<file path="config.mk">
export PLATFORM = sky130hd
export DESIGN_NAME = tc_phase_scheduler
export DESIGN_NICKNAME = d
export VERILOG_FILES = /design/src/rtl/tc_pkg.sv /design/src/rtl/tc_dwell_timer.sv /design/src/rtl/tc_phase_scheduler.sv
export SDC_FILE = /design/constraint.sdc
export NUM_CORES = 1
export LEC_CHECK = 0
export CORE_MARGIN = 2
export CORE_UTILIZATION = 57
export CTS_CLUSTER_SIZE = 8
export DETAILED_ROUTE_END_ITERATION = 16
export GPL_ROUTABILITY_DRIVEN = 0
export PLACE_DENSITY_LB_ADDON = 0.1
export SYNTH_ARGS = -nofsm -noshare
export SYNTH_HDL_FRONTEND = slang
export SYNTH_SLANG_ARGS = --single-unit
</file>
<file path="constraint.sdc">
create_clock -name CLK -period 2.7 [get_ports CLK]
set_input_delay 0.54 -clock CLK [delete_from_list [all_inputs] [get_ports CLK]]
set_output_delay 0.54 -clock CLK [all_outputs]
set_load 0.01 [all_outputs]
</file>
<file path="src/rtl/tc_pkg.sv">
// rtl/tc_pkg.sv - phase codes, lamp constants and decode helpers for tc_phase_scheduler (TC_PED_EN adds S_WALK)
package tc_pkg;

    localparam int PHASE_W = 3;
    localparam int LAMP_W  = 3;

    // Lamp encodings {red, yellow, green}
    localparam logic [LAMP_W-1:0] RED    = 3'b100;
    localparam logic [LAMP_W-1:0] YELLOW = 3'b010;
    localparam logic [LAMP_W-1:0] GREEN  = 3'b001;

    typedef enum logic [PHASE_W-1:0] {
        S_AG   = 3'd0,
        S_AY   = 3'd1,
        S_RA   = 3'd2,
        S_BG   = 3'd3,
        S_BY   = 3'd4,
`ifdef TC_PED_EN
        S_RB   = 3'd5,
        S_WALK = 3'd6
`else
        S_RB   = 3'd5
`endif
    } tc_state_e;

    // Street A lamp for a given phase; every phase that is not A's own is red
    function automatic logic [LAMP_W-1:0] lamp_a(input tc_state_e s);
        case (s)
            S_AG:    lamp_a = GREEN;
            S_AY:    lamp_a = YELLOW;
            default: lamp_a = RED;
        endcase
    endfunction

    // Street B lamp for a given phase
    function automatic logic [LAMP_W-1:0] lamp_b(input tc_state_e s);
        case (s)
            S_BG:    lamp_b = GREEN;
            S_BY:    lamp_b = YELLOW;
            default: lamp_b = RED;
        endcase
    endfunction

    function automatic int unsigned max4(input int unsigned a, input int unsigned b,
                                         input int unsigned c, input int unsigned d);
        int unsigned m;
        m = a;
        if (b > m) m = b;
        if (c > m) m = c;
        if (d > m) m = d;
        return m;
    endfunction

endpackage

</file>
<file path="src/rtl/tc_dwell_timer.sv">
// rtl/tc_dwell_timer.sv - saturating dwell counter with synchronous clear
module tc_dwell_timer #(
    parameter int          CNT_W = 8,
    parameter int unsigned LIMIT = 7
) (
    input  logic             i_clk,
    input  logic             i_rst_n,
    input  logic             i_clr,
    output logic [CNT_W-1:0] o_cnt
);

    logic [CNT_W-1:0] r_cnt;

    // Clear on phase entry, otherwise count up and hold at LIMIT
    always_ff @(posedge i_clk or negedge i_rst_n) begin
        if (!i_rst_n) begin
            r_cnt <= '0;
        end else if (i_clr) begin
            r_cnt <= '0;
        end else if (r_cnt != CNT_W'(LIMIT)) begin
            r_cnt <= r_cnt + 1'b1;
        end
    end

    assign o_cnt = r_cnt;

endmodule

</file>
<file path="src/rtl/tc_phase_scheduler.sv">
// rtl/tc_phase_scheduler.sv - timed two-street phase scheduler; TC_PED_EN adds pedestrian walk phase
module tc_phase_scheduler
    import tc_pkg::*;
#(
    parameter int unsigned GREEN_MIN = 4,
    parameter int unsigned GREEN_MAX = 8,
    parameter int unsigned YELLOW_T  = 2,
    parameter int unsigned ALLRED_T  = 1,
    parameter int unsigned WALK_T    = 3,
    parameter int          CNT_W     = 8
) (
    input  logic               CLK,
    input  logic               R,
    input  logic               T_A,
    input  logic               T_B,
`ifdef TC_PED_EN
    input  logic               P_REQ,
`endif
    output logic [LAMP_W-1:0]  L_A,
    output logic [LAMP_W-1:0]  L_B,
    output logic [PHASE_W-1:0] PHASE
`ifdef TC_PED_EN
    ,
    output logic               WALK
`endif
);

    // Counter holds at the longest dwell so no phase exit can be skipped by wrap or early saturation
    localparam int unsigned SAT = max4(GREEN_MAX, YELLOW_T, ALLRED_T, WALK_T) - 1;

    localparam logic [CNT_W-1:0] C_GMIN = CNT_W'(GREEN_MIN - 1);
    localparam logic [CNT_W-1:0] C_GMAX = CNT_W'(GREEN_MAX - 1);
    localparam logic [CNT_W-1:0] C_YEL  = CNT_W'(YELLOW_T - 1);
    localparam logic [CNT_W-1:0] C_RED  = CNT_W'(ALLRED_T - 1);
`ifdef TC_PED_EN
    localparam logic [CNT_W-1:0] C_WALK = CNT_W'(WALK_T - 1);
`endif

    tc_state_e        r_state;
    tc_state_e        w_next;
    logic [CNT_W-1:0] w_cnt;
    logic             w_clr;
    logic             w_dem_a;
    logic             w_dem_b;
    logic             w_ped;
    logic [LAMP_W-1:0] r_l_a;
    logic [LAMP_W-1:0] r_l_b;
    logic [PHASE_W-1:0] r_phase;

`ifdef TC_PED_EN
    logic r_ped_pend;
    logic r_walk_to_b;
    logic r_walk;
    assign w_ped = r_ped_pend;
`else
    assign w_ped = 1'b0;
`endif

    // A pending pedestrian counts as demand against whichever street is green
    assign w_dem_a = T_A | w_ped;
    assign w_dem_b = T_B | w_ped;
    assign w_clr   = (w_next != r_state);

    tc_dwell_timer #(
        .CNT_W (CNT_W),
        .LIMIT (SAT)
    ) u_dwell (
        .i_clk   (CLK),
        .i_rst_n (R),
        .i_clr   (w_clr),
        .o_cnt   (w_cnt)
    );

    // Next-phase selection from dwell count and street demand
    always_comb begin
        w_next = r_state;
        case (r_state)
            S_AG: if (w_dem_b && ((w_cnt >= C_GMIN && !T_A) || w_cnt >= C_GMAX)) w_next = S_AY;
            S_AY: if (w_cnt == C_YEL) w_next = S_RA;
            S_RA: if (w_cnt == C_RED) w_next = w_ped ? tc_state_e'(PHASE_W'(6)) : S_BG;
            S_BG: if (w_dem_a && ((w_cnt >= C_GMIN && !T_B) || w_cnt >= C_GMAX)) w_next = S_BY;
            S_BY: if (w_cnt == C_YEL) w_next = S_RB;
            S_RB: if (w_cnt == C_RED) w_next = w_ped ? tc_state_e'(PHASE_W'(6)) : S_AG;
`ifdef TC_PED_EN
            S_WALK: if (w_cnt == C_WALK) w_next = r_walk_to_b ? S_BG : S_AG;
`endif
            default: w_next = S_RB;
        endcase
    end

    // State and lamp registers load together so lamps never lag the phase
    always_ff @(posedge CLK or negedge R) begin
        if (!R) begin
            r_state <= S_RB;
            r_l_a   <= RED;
            r_l_b   <= RED;
            r_phase <= S_RB;
        end else begin
            r_state <= w_next;
            r_l_a   <= lamp_a(w_next);
            r_l_b   <= lamp_b(w_next);
            r_phase <= w_next;
        end
    end

`ifdef TC_PED_EN
    // Sticky pedestrian request, consumed on walk entry; direction after walk is captured at entry
    always_ff @(posedge CLK or negedge R) begin
        if (!R) begin
            r_ped_pend  <= 1'b0;
            r_walk_to_b <= 1'b0;
            r_walk      <= 1'b0;
        end else begin
            r_walk <= (w_next == S_WALK);
            if (w_next == S_WALK && r_state != S_WALK) begin
                r_ped_pend  <= 1'b0;
                r_walk_to_b <= (r_state == S_RA);
            end else if (P_REQ) begin
                r_ped_pend <= 1'b1;
            end
        end
    end

    assign WALK = r_walk;
`endif

    assign L_A   = r_l_a;
    assign L_B   = r_l_b;
    assign PHASE = r_phase;

endmodule

</file>
==> impl_metrics.toml, run 1 <==
[routing]
wl_per_cell_um = 14.3
drt.antenna.violating_nets = 0
vias = 800
drt_iter0_markers = 28
via_per_inst = 5.67
firstDrtPassIters = 4
drc = 0
routed_wirelength_um = 2010

[outcome]
status = "finished, final reports clean"

[critical_path]
end_kind = "output pin"
crit_path_start_kind = "flip-flop"
worstPathMaxFanout = 11
r2r_cells = 5
path_class = "flip-flop to output pin"
crit_arrival_ns = 1.52
crit_slowest_cell = "dfstp_2"
critical_path_buf_inv_count = 1
r2r-start = "u_dwell.o_cnt[3]$_DFFE_PN0P_"
r2r_end = "u_dwell.o_cnt[2]$_DFFE_PN0P_"
slowest_delay_ns = 0.66
cp-startpoint = "PHASE[0]$_DFF_PN1_"
crit_required_ns = 2.16
critical_path.cell_chain = "clkdlybuf4s50_1"
path_delay_family = "flip-flops"
rrSetupSlack_ns = 0.68

[clock_network]
clk_latency_ns = 0.29
hold_buffers = 0
cts_tree = "yes"
cts.reportedPaths.clkPinSlew_ns = 0.10
ctsRootBufferMaster = "clkbuf_4"
cts_resized = 0
cts_num_sinks = 17
cts_made_buffers = 3
post_cts_buffers = 0
h-tree-depth = 1
clockBufferDepth = 2

[sta]
finalHoldViolCount = 0
post-route-min-period_ns = 2.06
fin_setup_tns_ns = 0
drv_slew = 0
worst_slew_pin_slew_ns = 0.746
setup_viol = 0
slew_headroom_pct = 50.1
period_share_pct = 76.5
fmaxAchievable_mhz = 484
rsz0062_at_grt = "false"
finClkSkew_ns = 0.00421

[synthesis]
ys_types = 39
synthesis.nets = 113
netlist_area_um2 = 1030
synth_ff_type = "dfrtp_1"
yosys_register_bits = 17
synth-seq-area-share_pct = 41.8
synth-edff-count = 0
avgSynthCellArea_um2 = 9.80
async_flop_share_pct = 100
synth_warnings = 0
synth_cells = 105

[floorplanning]
start_util_pct = 60.2
fp.coreArea_um2 = 1710
rows = 15
die-area_um2 = 2160
io_pins = 13
die_x_um = 46.5
fp.dieH_um = 46.5

[global_route]
grt_pass1_vias = 683
grt_antenna_before_repair = 0
overflow = 0
globalRouteTotalUtil_pct = 21.5
grt_pass1_wl_um = 3250
grt_use_met3_pct = 7.06
grt.busiest_layer = "met1"
grt_use_met1_pct = 33.3
grt_use_met2_pct = 29.2
grt_max_degree = 18

[pwr]
max-vdd-ir-drop_uv = 696
leakagePower_nw = 0.512
finalPower_mw = 1.30
p_per_area_nw_per_um2 = 1100

[final_layout]
multi_input_area_um2 = 547
fin_cells = 141
seq_area_um2 = 430
fin_nets = 125
nFillCells = 133
area.growth.synth_to_final_pct = 14.6
drive_above_1_share_pct = 14.7
design_area_um2 = 1180
diodes = 0

[hold_path]
hold_end = "PHASE[1]$_DFF_PN0_"
min_path_cells = 1
hp-class = "flip-flop to flip-flop"
min-delay-start = "PHASE[2]$_DFF_PN1_"

[place]
dpl.hpwl_um = 1490
io_buffers = 12
dp_cells = 137
place_area_um2 = 1150

[flow_run]
cap_violations = 0
power breakdown:
part           switching, mW  internal [mW]
sequential             0.127          0.360
clock                 0.0793         0.0552
combinational          0.343          0.337
cells in the mapped netlist (2+ instances only):
cell	number	share of area, %
inv_1	6	2.2
ha_1	4	4.9
a21boi_0	3	2.2
a31oi_1	2	1.2
nor3_1	5	2.4
o21ai_0	2	0.97
dfrtp_1	13	32
xor2_1	3	2.6
and3_1	3	1.8
dfstp_2	4	10
nand2b_1	2	1.2
xnor2_1	2	1.7
nand2_1	6	2.2
nor3_2	2	1.9
clkbuf_1	2	0.73
buf_2	2	0.97
nor2_1	13	4.7
a21oi_1	2	0.97
o211ai_1	3	2.2
nand3_1	7	3.4
layout make-up:
cell class	instances	area share (%)
clock buffers	3	1.91
clock inverters	1	0.425
repair buffers	12	10.2
well taps	25	2.65
inverters	6	1.91
flip-flops and latches	17	36.5
multi-input cells	77	46.4
per-layer routing:
metal | vias up | routed length (um) | share of wire [%]
li1 | 398 | - | -
met1 | 374 | 1000 | 50
met2 | 25 | 887 | 44
met3 | 3 | 110 | 5.5
met4 | 0 | 8 | 0.40
met5 | - | 0 | 0
cell usage in the layout, fill, tap and decap left out, types with 2 or more instances in the layout:
cell type	count
o211ai_1	3
ha_1	4
xor2_1	3
and3_1	3
o21ai_0	2
a21oi_1	2
dfrtp_1	13
nand3_1	7
nor3_2	2
clkdlybuf4s50_1	12
nor2_1	13
xnor2_1	2
nand2b_1	2
clkbuf_4	3
a31oi_1	2
inv_1	6
nand2_1	6
dfstp_2	4
nor3_1	5
a21boi_0	3
worst max-delay path by stage:
stage | to | slack [ns] | depth (start not counted)
floorplan | PHASE[0]$_DFF_PN1_ | 0.91 | 6
global placement | L_B[2]$_DFF_PN1_ | 0.57 | 6
detailed placement | L_B[2]$_DFF_PN1_ | 0.55 | 6
CTS | PHASE[0] | 0.63 | 1
global route | PHASE[0] | 0.55 | 1
finish | PHASE[0] | 0.64 | 1
through the flow:
stage | hold slack [ns] | setup WS, ns | utilization [%]
final | 0.588 | 0.635 | 69.0
after global routing | 0.638 | 0.552 | 69.0
after CTS | 0.590 | 0.628 | 69.0
after detailed placement | 0.563 | 0.547 | 67.4
after global placement | 0.555 | 0.572 | 67.4
after floorplan | 0.244 | 0.912 | -
state kept, by name, summed over array words and instances (netlist names):
signal         cells
L_A                3
L_B                3
PHASE              3
u_dwell.o_cnt      8
worst register-to-register path: stages (launching register included):
cell and delay (ns):
dfrtp_1 0.49, nor4_4 0.54, o211ai_1 0.24, and3_1 0.25
o221a_4 0.26, nor3_2 0.17
kinds of logic (layout without fill, tap and decap cells):
| kind of cell | count (synthesis) | count (layout) | share of synthesized area (%) |
|---|---|---|---|
| fa+ha+maj | 4 | 4 | 4.87 |
| xor+xnor | 5 | 5 | 4.26 |
| compound gates | 20 | 20 | 17.3 |
| mux | 1 | 1 | 0.973 |
| buf+inv | 11 | 22 | 4.99 |
| flops | 17 | 17 | 41.8 |
| simple gates | 47 | 47 | 25.8 |
(Power assumes the default switching activity.)
==> inputs of run 2 (changes only) <==
--- a/config.mk
+++ b/config.mk
@@ -6,7 +6,7 @@
 export NUM_CORES = 1
 export LEC_CHECK = 0
 export CORE_MARGIN = 2
-export CORE_UTILIZATION = 57
+export CORE_UTILIZATION = 48
 export CTS_CLUSTER_SIZE = 8
 export DETAILED_ROUTE_END_ITERATION = 16
 export GPL_ROUTABILITY_DRIVEN = 0
==> constraint.sdc (replaced) <==
create_clock -name CLK -period 1.75 [get_ports CLK]
set_input_delay 0.35 -clock CLK [delete_from_list [all_inputs] [get_ports CLK]]
set_output_delay 0.35 -clock CLK [all_outputs]
set_load 0.01 [all_outputs]
==> run 2 against run 1 <==
The flow now finishes with violations (negative setup slack); routed wire length up 14%; critical path depth up 4; register-to-register slack worse by 0.72 ns; combinational power up 120%; non-clock buffer count up 23; first-iteration DRC count up 11%; die area up 17%; critical path type is now flip-flop to flip-flop.
==> impl_metrics.toml, run 2 (synthesized netlist as in run 1, its figures left out) <==
[outcome]
status = "finished, violations left"
violations = "negative setup slack"

[sta]
slew_headroom_pct = 73.2
worst_slew_pin_slew_ns = 0.398
rsz0062_at_grt = "true"
finClkSkew_ns = 0.00183
drv_slew = 0
setup_viol = 5
timing.hold.ws_ns = 0.365
finalHoldViolCount = 0
fmaxAchievable_mhz = 558
period_share_pct = 102
fin_setup_tns_ns = -0.0964
layout_setup_ws_ns = -0.0405
post-route-min-period_ns = 1.79

[critical_path]
endpoint = "PHASE[0]$_DFF_PN1_"
path_delay_family = "simple AND/OR/NAND/NOR gates"
crit_arrival_ns = 2.02
r2r_end = "PHASE[0]$_DFF_PN1_"
critical_path.cell_chain = "or4_4, a2111oi_4, and2b_2, o31ai_4, nand2b_1"
crit_slowest_cell = "or4_4"
r2r_cells = 5
slowest_delay_ns = 0.57
cp-startpoint = "u_dwell.o_cnt[4]$_DFFE_PN0P_"
cp.depth = 5
crit_required_ns = 1.98
end_kind = "flip-flop"
rrSetupSlack_ns = -0.04
path_class = "flip-flop to flip-flop"
worstPathMaxFanout = 3
r2r-start = "u_dwell.o_cnt[4]$_DFFE_PN0P_"
crit_path_start_kind = "flip-flop"
critical_path_buf_inv_count = 0

[global_route]
globalRouteTotalUtil_pct = 19.6
grt_pass1_vias = 854
grt_max_degree = 18
grt_pass1_wl_um = 3710
grt_antenna_before_repair = 0
overflow = 0

[final_layout]
nFillCells = 154
design_area_um2 = 1400
final_cell_mix = "buf_4 (23), dfrtp_1 (12), clkdlybuf4s50_1 (11)"
diodes = 0
fin_nets = 148
area.growth.synth_to_final_pct = 36.4
drive_above_1_share_pct = 36.0
final_common_cell = "buf_4"
largest_reg_flops = 8
fin_cells = 166

[clock_network]
ctsRootBufferMaster = "clkbuf_4"
cts_num_sinks = 17
cts_made_buffers = 3
cts.reportedPaths.clkPinSlew_ns = 0.10
clk_latency_ns = 0.29
hold_buffers = 0
h-tree-depth = 1
cts_tree = "yes"
clockBufferDepth = 2

[place]
place_area_um2 = 1290
io_buffers = 12
dpl.hpwl_um = 1710
dp_cells = 157

[routing]
routed_wirelength_um = 2280
drt_iter0_markers = 31
vias = 914
via_per_inst = 5.51
drt.antenna.violating_nets = 0
wl_per_cell_um = 13.7
drc = 0
firstDrtPassIters = 4

[floorplanning]
io_pins = 13
die_x_um = 50.3
start_util_pct = 51.9
rows = 16
fp.coreArea_um2 = 1980
die-area_um2 = 2530
fp.dieH_um = 50.3

[flow_run]
cap_violations = 0

[hold_path]
hp-class = "primary input to asynchronous set/reset pin"

[pwr]
max-vdd-ir-drop_uv = 976
p_per_area_nw_per_um2 = 1670
finalPower_mw = 2.35
leakagePower_nw = 0.637
## run 2: changes by cell type in the layout (fill, tap and decap cells not counted), sizes merged
cell / previous run / this run
buf: 0 / 23
clkdlybuf4s50: 12 / 11
clkinv: 1 / 0
clkinvlp: 0 / 1
dlymetal6s2s: 0 / 1
## run 2: stage by stage
step / setup WS, ns / utilization, %
after floorplan: 0.00145 / -
after CTS: -0.0272 / 67.8
after global placement: -0.101 / 65.3
after global routing: -0.149 / 70.8
after detailed placement: -0.148 / 65.3
final: -0.0405 / 70.8
## run 2: what timing repair did
| item | 4_1_cts | 5_1_grt |
|---|---|---|
| pin swaps | 1 | 8 |
| setup endpoints to repair | 5 | 15 |
| gates resized for setup | 2 | 11 |
| buffers inserted | 2 | 3 |
## run 2: layout make-up
| cell class | count | area (um^2) | area share (%) |
|---|---|---|---|
| Multi-Input combinational cell | 77 | 589 | 42.0 |
| Sequential cell | 17 | 432 | 30.8 |
| Timing Repair Buffer | 35 | 295 | 21.1 |
| Tap cell | 27 | 33.8 | 2.41 |
| Clock buffer | 3 | 22.5 | 1.61 |
| Inverter | 6 | 22.5 | 1.61 |
| Clock inverter | 1 | 7.51 | 0.535 |
## run 2: worst min path at each step
stage / startpoint / end / slack (ns) / cells past startpoint
after floorplan: R / L_A[0]$_DFF_PN0_ / 0.05 / 0
after global placement: u_dwell.o_cnt[7]$_DFFE_PN0P_ / u_dwell.o_cnt[7]$_DFFE_PN0P_ / 0.62 / 2
after detailed placement: PHASE[1]$_DFF_PN0_ / L_A[0]$_DFF_PN0_ / 0.63 / 1
after CTS: R / L_B[1]$_DFF_PN0_ / 0.37 / 2
after global routing: R / L_B[0]$_DFF_PN0_ / 0.36 / 2
final: R / L_B[1]$_DFF_PN0_ / 0.37 / 2
## run 2: layer usage
layer	GRT usage, %	up-vias	wire length, um
met5	0	-	0
met3	2.68	5	79
met2	35.3	29	1250
li1	-	441	-
met4	8.56	0	49
met1	23.0	439	904
## run 2: where the power goes
group          internal, mW  total, mW  switching (mW)
Clock                0.0870      0.220           0.133
Combinational         0.737       1.47           0.734
Sequential            0.556      0.655          0.0988
